### config.mk
export PLATFORM = sky130hd
export DESIGN_NAME = bcd_stopwatch_ctrl_flat
export DESIGN_NICKNAME = d
export VERILOG_FILES = /design/src/rtl/bcd_pkg.sv /design/src/rtl/bcd_stopwatch_ctrl_if.sv /design/src/rtl/bcd_stopwatch_ctrl_digit.sv /design/src/rtl/bcd_stopwatch_ctrl.sv /design/src/flat_wrapper.sv
export SDC_FILE = /design/constraint.sdc
export NUM_CORES = 1
export LEC_CHECK = 0
export ABC_AREA = 0
export CAP_MARGIN = 5
export CORE_MARGIN = 2
export CORE_UTILIZATION = 25
export CTS_CLUSTER_SIZE = 25
export DETAILED_ROUTE_END_ITERATION = 10
export PLACE_DENSITY = 0.45
export SYNTH_ARGS = -nofsm -noshare
export SYNTH_HDL_FRONTEND = slang
export SYNTH_HIERARCHICAL = 1
export SYNTH_SLANG_ARGS = --single-unit
### constraint.sdc
create_clock -name clk -period 1.8 [get_ports clk]
set_clock_uncertainty 0.05 [all_clocks]
set_input_delay 0.27 -clock clk [delete_from_list [all_inputs] [get_ports clk]]
set_output_delay 0.27 -clock clk [all_outputs]
set_load 0.005 [all_outputs]
### src/rtl/bcd_pkg.sv
// Shared constants for the BCD stopwatch: FSM state encoding, digit width and
// the decade increment helper used by each stage.
package bcd_pkg;

    localparam int DIGIT_W = 4;

    typedef logic [1:0] state_t;

    localparam state_t S_IDLE  = 2'd0;
    localparam state_t S_RUN   = 2'd1;
    localparam state_t S_PAUSE = 2'd2;

    localparam logic [DIGIT_W-1:0] BCD_MAX = 4'd9;

    // Any value at or above 9 folds back to 0, so an illegal code self-heals.
    function automatic logic [DIGIT_W-1:0] bcd_inc(input logic [DIGIT_W-1:0] q);
        logic [DIGIT_W-1:0] r;
        if (q >= BCD_MAX) begin
            r = 4'd0;
        end else begin
            r = q + 4'd1;
        end
        return r;
    endfunction

endpackage

### src/rtl/bcd_stopwatch_ctrl_if.sv
// Command/status bundle between push-button logic, the stopwatch and the display driver.
interface bcd_stopwatch_ctrl_if #(
    parameter int DIGITS = 4
);
    logic                  cmd_start;
    logic                  cmd_stop;
    logic                  cmd_clear;
    logic                  cmd_lap;
    logic                  running;
    logic                  tick;
    logic [4*DIGITS-1:0]   count;
    logic [4*DIGITS-1:0]   display;
    logic                  overflow;

    modport master (
        output cmd_start, cmd_stop, cmd_clear, cmd_lap,
        input  running, tick, count, display, overflow
    );

    modport slave (
        input  cmd_start, cmd_stop, cmd_clear, cmd_lap,
        output running, tick, count, display, overflow
    );
endinterface

### src/rtl/bcd_stopwatch_ctrl_digit.sv
// One synchronous BCD decade stage (0-9); clear has priority over increment.
module bcd_digit
    import bcd_pkg::*;
(
    input  logic               clk,
    input  logic               reset,
    input  logic               clr,
    input  logic               inc,
    output logic [DIGIT_W-1:0] q,
    output logic               at_max
);

    logic [DIGIT_W-1:0] r_q;

    // Decade register: reset/clear to zero, otherwise step on inc.
    always_ff @(posedge clk) begin
        if (reset || clr) begin
            r_q <= 4'd0;
        end else if (inc) begin
            r_q <= bcd_inc(r_q);
        end else begin
            r_q <= r_q;
        end
    end

    assign q      = r_q;
    assign at_max = (r_q == BCD_MAX);

endmodule

### src/rtl/bcd_stopwatch_ctrl.sv
// Run/pause/clear sequencer with prescaler and a cascaded BCD counter.
// Optional lap-hold display freeze is built when LAP_HOLD_EN is defined.
module bcd_stopwatch_ctrl
    import bcd_pkg::*;
#(
    parameter int DIGITS   = 4,
    parameter int PRESCALE = 10
)(
    input  logic                 clk,
    input  logic                 reset,
    bcd_stopwatch_ctrl_if.slave  bus
);

    localparam int             PW         = $clog2(PRESCALE);
    localparam logic [PW-1:0]  PRESC_LAST = PW'(PRESCALE - 1);

    state_t                    r_state;
    state_t                    w_state_nxt;
    logic                      w_running;
    logic [PW-1:0]             r_presc;
    logic                      w_tick;
    logic                      r_overflow;
    logic [4*DIGITS-1:0]       w_count;
    logic [DIGITS-1:0]         w_at_max;
    logic [DIGITS:0]           w_carry;

    // FSM state register.
    always_ff @(posedge clk) begin
        if (reset) begin
            r_state <= S_IDLE;
        end else begin
            r_state <= w_state_nxt;
        end
    end

    // FSM next state; clear beats stop, stop beats start.
    always_comb begin
        w_state_nxt = r_state;
        if (bus.cmd_clear) begin
            w_state_nxt = S_IDLE;
        end else begin
            case (r_state)
                S_IDLE: begin
                    if (bus.cmd_stop) begin
                        w_state_nxt = S_IDLE;
                    end else if (bus.cmd_start) begin
                        w_state_nxt = S_RUN;
                    end else begin
                        w_state_nxt = S_IDLE;
                    end
                end
                S_RUN: begin
                    if (bus.cmd_stop) begin
                        w_state_nxt = S_PAUSE;
                    end else begin
                        w_state_nxt = S_RUN;
                    end
                end
                S_PAUSE: begin
                    if (bus.cmd_stop) begin
                        w_state_nxt = S_PAUSE;
                    end else if (bus.cmd_start) begin
                        w_state_nxt = S_RUN;
                    end else begin
                        w_state_nxt = S_PAUSE;
                    end
                end
                default: w_state_nxt = S_IDLE;
            endcase
        end
    end

    // FSM outputs, decoded from the state register.
    always_comb begin
        w_running = 1'b0;
        case (r_state)
            S_RUN:   w_running = 1'b1;
            default: w_running = 1'b0;
        endcase
    end

    assign w_tick = w_running && (r_presc == PRESC_LAST);

    // Prescaler: advances only while running, held through PAUSE so a resume
    // finishes the partial period.
    always_ff @(posedge clk) begin
        if (reset || bus.cmd_clear || (r_state == S_IDLE)) begin
            r_presc <= '0;
        end else if (w_running) begin
            if (r_presc == PRESC_LAST) begin
                r_presc <= '0;
            end else begin
                r_presc <= r_presc + 1'b1;
            end
        end else begin
            r_presc <= r_presc;
        end
    end

    // Ripple-free carry: a stage steps when every lower stage sits at 9.
    assign w_carry[0] = w_tick;
    for (genvar gi = 0; gi < DIGITS; gi++) begin : g_digit
        bcd_digit u_digit (
            .clk    (clk),
            .reset  (reset),
            .clr    (bus.cmd_clear),
            .inc    (w_carry[gi]),
            .q      (w_count[4*gi +: 4]),
            .at_max (w_at_max[gi])
        );
        assign w_carry[gi+1] = w_carry[gi] & w_at_max[gi];
    end

    // Sticky wrap flag: carry out of the top digit means all-9s rolled to 0.
    always_ff @(posedge clk) begin
        if (reset || bus.cmd_clear) begin
            r_overflow <= 1'b0;
        end else if (w_carry[DIGITS]) begin
            r_overflow <= 1'b1;
        end else begin
            r_overflow <= r_overflow;
        end
    end

`ifdef LAP_HOLD_EN
    logic                r_hold;
    logic [4*DIGITS-1:0] r_snap;

    // Lap toggle: freezes the pre-edge count for the display while count keeps going.
    always_ff @(posedge clk) begin
        if (reset || bus.cmd_clear) begin
            r_hold <= 1'b0;
            r_snap <= '0;
        end else if (bus.cmd_lap && (r_state != S_IDLE)) begin
            r_hold <= ~r_hold;
            r_snap <= w_count;
        end else begin
            r_hold <= r_hold;
            r_snap <= r_snap;
        end
    end

    assign bus.display = r_hold ? r_snap : w_count;
`else
    logic w_unused_lap;
    assign w_unused_lap = bus.cmd_lap;
    assign bus.display  = w_count;
`endif

    assign bus.running  = w_running;
    assign bus.tick     = w_tick;
    assign bus.count    = w_count;
    assign bus.overflow = r_overflow;

endmodule
### src/flat_wrapper.sv
// flat-port wrapper written by rule: the top's interface ports become plain ports
module bcd_stopwatch_ctrl_flat import bcd_pkg::*;
#(
    parameter int DIGITS   = 4,
    parameter int PRESCALE = 10
)
  (clk, reset, bus_cmd_start, bus_cmd_stop, bus_cmd_clear, bus_cmd_lap, bus_running, bus_tick, bus_count, bus_display, bus_overflow);
  bcd_stopwatch_ctrl_if #(.DIGITS(DIGITS)) bus_i ();
  input  logic clk;
  input  logic reset;
  input wire logic [$bits(bus_i.cmd_start)-1:0] bus_cmd_start;
  input wire logic [$bits(bus_i.cmd_stop)-1:0] bus_cmd_stop;
  input wire logic [$bits(bus_i.cmd_clear)-1:0] bus_cmd_clear;
  input wire logic [$bits(bus_i.cmd_lap)-1:0] bus_cmd_lap;
  output wire logic [$bits(bus_i.running)-1:0] bus_running;
  output wire logic [$bits(bus_i.tick)-1:0] bus_tick;
  output wire logic [$bits(bus_i.count)-1:0] bus_count;
  output wire logic [$bits(bus_i.display)-1:0] bus_display;
  output wire logic [$bits(bus_i.overflow)-1:0] bus_overflow;
  assign bus_i.cmd_start = bus_cmd_start;
  assign bus_i.cmd_stop = bus_cmd_stop;
  assign bus_i.cmd_clear = bus_cmd_clear;
  assign bus_i.cmd_lap = bus_cmd_lap;
  assign bus_running = bus_i.running;
  assign bus_tick = bus_i.tick;
  assign bus_count = bus_i.count;
  assign bus_display = bus_i.display;
  assign bus_overflow = bus_i.overflow;
  bcd_stopwatch_ctrl #(.DIGITS(DIGITS), .PRESCALE(PRESCALE)) u_core (.clk(clk), .reset(reset), .bus(bus_i));
endmodule
[After elaboration in Yosys (flattened, before gate mapping)]
Index checks and enable logic that the tools add are counted.
Word-level totals
  register bits after elaboration: 23
  input port bits: 6
  output and inout port bits: 35
Operators by class
  add/sub/neg operators: 5
  magnitude comparators: 4
  equal/unequal tests: 7
  muxes and demuxes: 12
  bitwise gates (word level): 4
  reduce and logical (&&, ||, !) cells: 5
Operators by type and width (count)
  4-bit by 1-bit adder with 4-bit output (second input constant): 5
  4-bit == test (second input constant): 5
  4-bit two-way mux: 5
  4-bit >= comparator (second input constant): 4
  2-bit two-way mux: 4
  2-bit one-hot mux with 3 select lines: 1
  1-bit AND: 4
  2-bit by 1-bit == test with 1-bit output (second input constant): 1
  2-bit == test (second input constant): 1
  2-bit logical NOT: 1
  1-bit logical OR: 2
  1-bit two-way mux: 2
  2-bit OR reduction: 1
  1-bit logical AND: 1

[Depth between registers and ports, before layout]
  depth after elaboration: 7
  mapped depth: 8
  mapped depth without buffers: 8

[By module]
Netlist, hierarchy kept.
By module, submodules not included
  bcd_digit: instances 4, cells an instance 22, area each 214.0 µm²
  bcd_stopwatch_ctrl: instances 1, cells an instance 56, area each 470.5 µm²

[Worst setup path before layout]
No wires, ideal clock.
  path type: register -> register
  start: reg u_core.g_digit[2].u_digit.r_q[1]
  end: reg u_core.g_digit[3].u_digit.r_q[0]
  library setup time: 0.064 ns
  arrival: 1.538 ns
  data required time: 1.686 ns
  path slack: 0.148 ns
  cell stages (with the launch flop): 8
  buffers on the path: 0
  path through: dfxtp_1 > inv_1 > ha_1 > and3b_1 > and3_1 > and3_4 > a311o_1 > nor2_1
On the way
  cells in the longest elaborated chain, start to end: 2
RTL lines
  start, declared: RTL line bcd_stopwatch_ctrl_digit.sv:13  | logic [DIGIT_W-1:0] r_q;
  start signal, assigned: RTL line bcd_stopwatch_ctrl_digit.sv:20  | r_q <= bcd_inc(r_q);
  start signal, assigned: RTL line bcd_stopwatch_ctrl_digit.sv:22  | r_q <= r_q;
  4-bit == test: RTL line bcd_stopwatch_ctrl_digit.sv:27  | assign at_max = (r_q == BCD_MAX);
  via u_core.w_at_max[2]: RTL line bcd_stopwatch_ctrl.sv:24  | logic [DIGITS-1:0] w_at_max;
  1-bit AND: RTL line bcd_stopwatch_ctrl.sv:111  | assign w_carry[gi+1] = w_carry[gi] & w_at_max[gi];
  via u_core.w_carry[3]: RTL line bcd_stopwatch_ctrl.sv:25  | logic [DIGITS:0] w_carry;
  end signal, assigned: RTL line bcd_stopwatch_ctrl_digit.sv:20
  end signal, assigned: RTL line bcd_stopwatch_ctrl_digit.sv:22
  end, declared: RTL line bcd_stopwatch_ctrl_digit.sv:13
The timed path passes the listed nets, and every way through them passes these cells.
A chain may end at the register's enable or synchronous reset.

[Worst setup path after layout]
  start: reg u_core.g_digit[2].u_digit.r_q[1]
  end: reg u_core.g_digit[3].u_digit.r_q[1]
The elaborated chain is that of the path after synthesis.

==> results.txt <==
Avg Vias per Cell: 4.25
slew margin rel.: 73.2%
Synthesized Nets: 162
vias in the first global route: 999
count leader, synth: dfxtp_1
FFs w/ async S/R, synth: 0%
most frequent cells after synthesis: dfxtp_1, nor2_1, buf_4
#FFs+latches synth: 23
Seq/Total Area, Yosys: 34.7%
CP startpoint: u_core/g_digit[2].u_digit/q[1]$_SDFFE_PP0P_
GRT overflow: 0
CP Launch Type: register
total track usage: 9.28%
fmax: 598 MHz
Simple-Gate Fraction of Synth Area: 23.4%
post-synthesis xor/xnor area fraction: 9.25%
Die X: 76.8 µm
worst r2r path cells: 7
Critical Path RT: 1950 ps
min cycle time layout: 1670 ps
Placed Area: 1760 µm²
Final ANT Viol Nets: 0
Critical Path Sink: u_core/g_digit[3].u_digit/q[1]$_SDFFE_PP0P_
initial antenna violation count: 0
RSZ-0062 raised after global routing: false
largest family of logic cells by synthesized area: simple AND/OR/NAND/NOR gates
Yosys top cell area share: 34.7%
CTS tree: done
crit path max-delay cell type: dfxtp_1
Max Transition Viols Final: 0
worst-path fanout max: 6
P_leak: 0.713 nW
Synth Flop Type: dfxtp_1
final core area utilization: 35.6%
WL final: 2840 µm
Synth Area per Inst: 9.21 µm²
Clock Tree Buf Depth: 2
Post-synth EDFFs: 0
Core Footprint: 5110 µm²
Synthesis Warnings: 6
post-synth top area cell: dfxtp_1
Critical Path, Cell by Cell: inv_1, ha_1, and3b_1, and3_1, and3_4, a311o_1, nor2_1
status: finished, final reports clean
Area growth syn-to-layout: 37.0%
fin crit share: 92.9%
Top delay family on crit path: simple AND/OR/NAND/NOR gates
H-tree levels: 1
setup TNS: 0 ps
largest cells by area after synthesis: dfxtp_1, ha_1, buf_4
Worst IR Drop VDD: 224 µV
# IOs: 41
mux contribution to synthesized area: 3.02%
Hold WS: 464 ps
synth unique cells: 30
RD Place Congestion: 0.759
setup violators final: 0
layout cells sized above 1: 9.89%
Inserted Clock Buffers: 3
worst r2r src: u_core/g_digit[2].u_digit/q[1]$_SDFFE_PP0P_
max-cap violation count: 0
starting density of the core: 26.0%
Crit Path Category: reg -> reg
pin count of the biggest net entering global routing: 13
placed wire-length estimate: 2130 µm
die height: 76.8 µm
r2r setup slk: 130 ps
Port Buffers: 39
critical path endpoint category: register
Stages on worst setup path: 7
Design Area, Final: 1820 µm²
Clock Pin Slew Worst Setup and Hold Paths: 80 ps
WL/cell: 11.3 µm
vias post-DR: 1071
clk_lat worst skew: 260 ps
wire length of the first global-routing pass: 4550 µm
Rows: 26
Fin. Hold Viols: 0
HP Start: u_core/r_presc[1]$_SDFFE_PP0N_
Synth Area in Adders: 11.3%
post-synthesis cell count: 144
reg2reg end: u_core/g_digit[3].u_digit/q[1]$_SDFFE_PP0P_
Post-Syn Area: 1330 µm²
1st-iter DRT viols: 24
Compound-Gate Fraction of Synth Area: 6.42%
DRC viols: 0
slowest stage delay, CP: 340 ps
WP buf/inv: 1
WP data arrival: 1830 ps
PD cells: 477 nW/µm²
root buf cell: clkbuf_8
Final nets: 201
Min-Delay Path Class: reg -> reg
Ant. Diodes: 0
CTS sink count: 23
die area: 5900 µm²
cts hold-fix bufs: 0
Worst Max-Slew Pin Slew: 400 ps
1st-pass router iterations: 4
==> timing repair <==
action                     4_1_cts  5_1_grt
setup endpoints to repair        2        0
gates resized for setup          6        0
setup buffers                    1        0
==> logic make-up (layout without fill, tap and decap cells) <==
logic type	after synthesis	after routing
and+or+nand+nor	53	53
AOI/OAI and AO/OA	12	12
DFF	23	23
adders and majority gates	12	12
xor gates and xnor gates	14	14
muxes	4	4
buffers and inverters	26	64
==> report_power, final <==
group / total [mW] / switching [mW] / internal (mW)
combinational: 0.0333 / 0.0175 / 0.0159
sequential: 0.509 / 0.00116 / 0.508
clock: 0.325 / 0.167 / 0.158
==> worst min-delay path by stage <==
stage | depth (start not counted) | endpoint | slack [ps]
after CTS | 2 | u_core/r_presc[1]$_SDFFE_PP0N_ | 470
after detailed placement | 2 | u_core/bus.overflow$_SDFFE_PP0P_ | 470
after floorplan | 1 | u_core/r_state[0]$_SDFF_PP0_ | 300
after global placement | 2 | u_core/r_presc[1]$_SDFFE_PP0N_ | 470
after global routing | 2 | u_core/r_presc[1]$_SDFFE_PP0N_ | 500
final | 2 | u_core/r_presc[1]$_SDFFE_PP0N_ | 460
==> sequential cells by signal (all words and copies together) (netlist names) <==
name	cells
u_core/g_digit.u_digit/q	16
u_core/r_state	2
u_core/r_presc	4
u_core/bus.overflow	1
==> worst reg2reg max path: cells and delay by family, from the launching register on <==
kind            cells  cell delay (ps)
compound gates      1              320
flops               1              340
simple gates        4              670
fa+ha+maj           1              180
buf+inv             1               60
==> metal layers <==
layer	global-route usage, %	part of all wire [%]
met4	2.73	0.35
met1	12.1	50
met2	15.0	45
met3	2.47	5.3
met5	0	0
==> area by class of cell <==
class	count	area, µm²
multi-input cells	95	711
repair buffers	50	470
flip-flops and latches	23	465
fillers	546	3290
well taps	70	87.6
inverters	10	37.5
clock buffers	4	45.0
==> metrics by stage <==
stage | power, mW | std cells | setup slack (ps)
2_1_floorplan | 0.536 | 144 | 148
3_3_place_gp | 0.556 | 247 | 106
3_5_place_dp | 0.556 | 247 | 93.4
4_1_cts | 0.888 | 252 | 111
5_1_grt | 0.902 | 252 | 9.72
6_report | 0.867 | 252 | 128
==> placed cells by master, fill, tap and decap left out, types with 2 or more instances in the layout <==
master	instances
a21oi_1	3
a311o_1	4
and3_1	3
and3b_1	4
buf_4	11
clkbuf_8	3
clkdlybuf4s50_1	37
dfxtp_1	21
dlygate4sd2_1	2
ha_1	12
inv_1	10
mux2i_1	4
nand2_1	6
nand4_1	4
nor2_1	19
nor2b_1	2
o21ai_0	2
or3b_1	4
xnor2_1	5
xor2_1	9
Power figures use the tool's default switching activity.
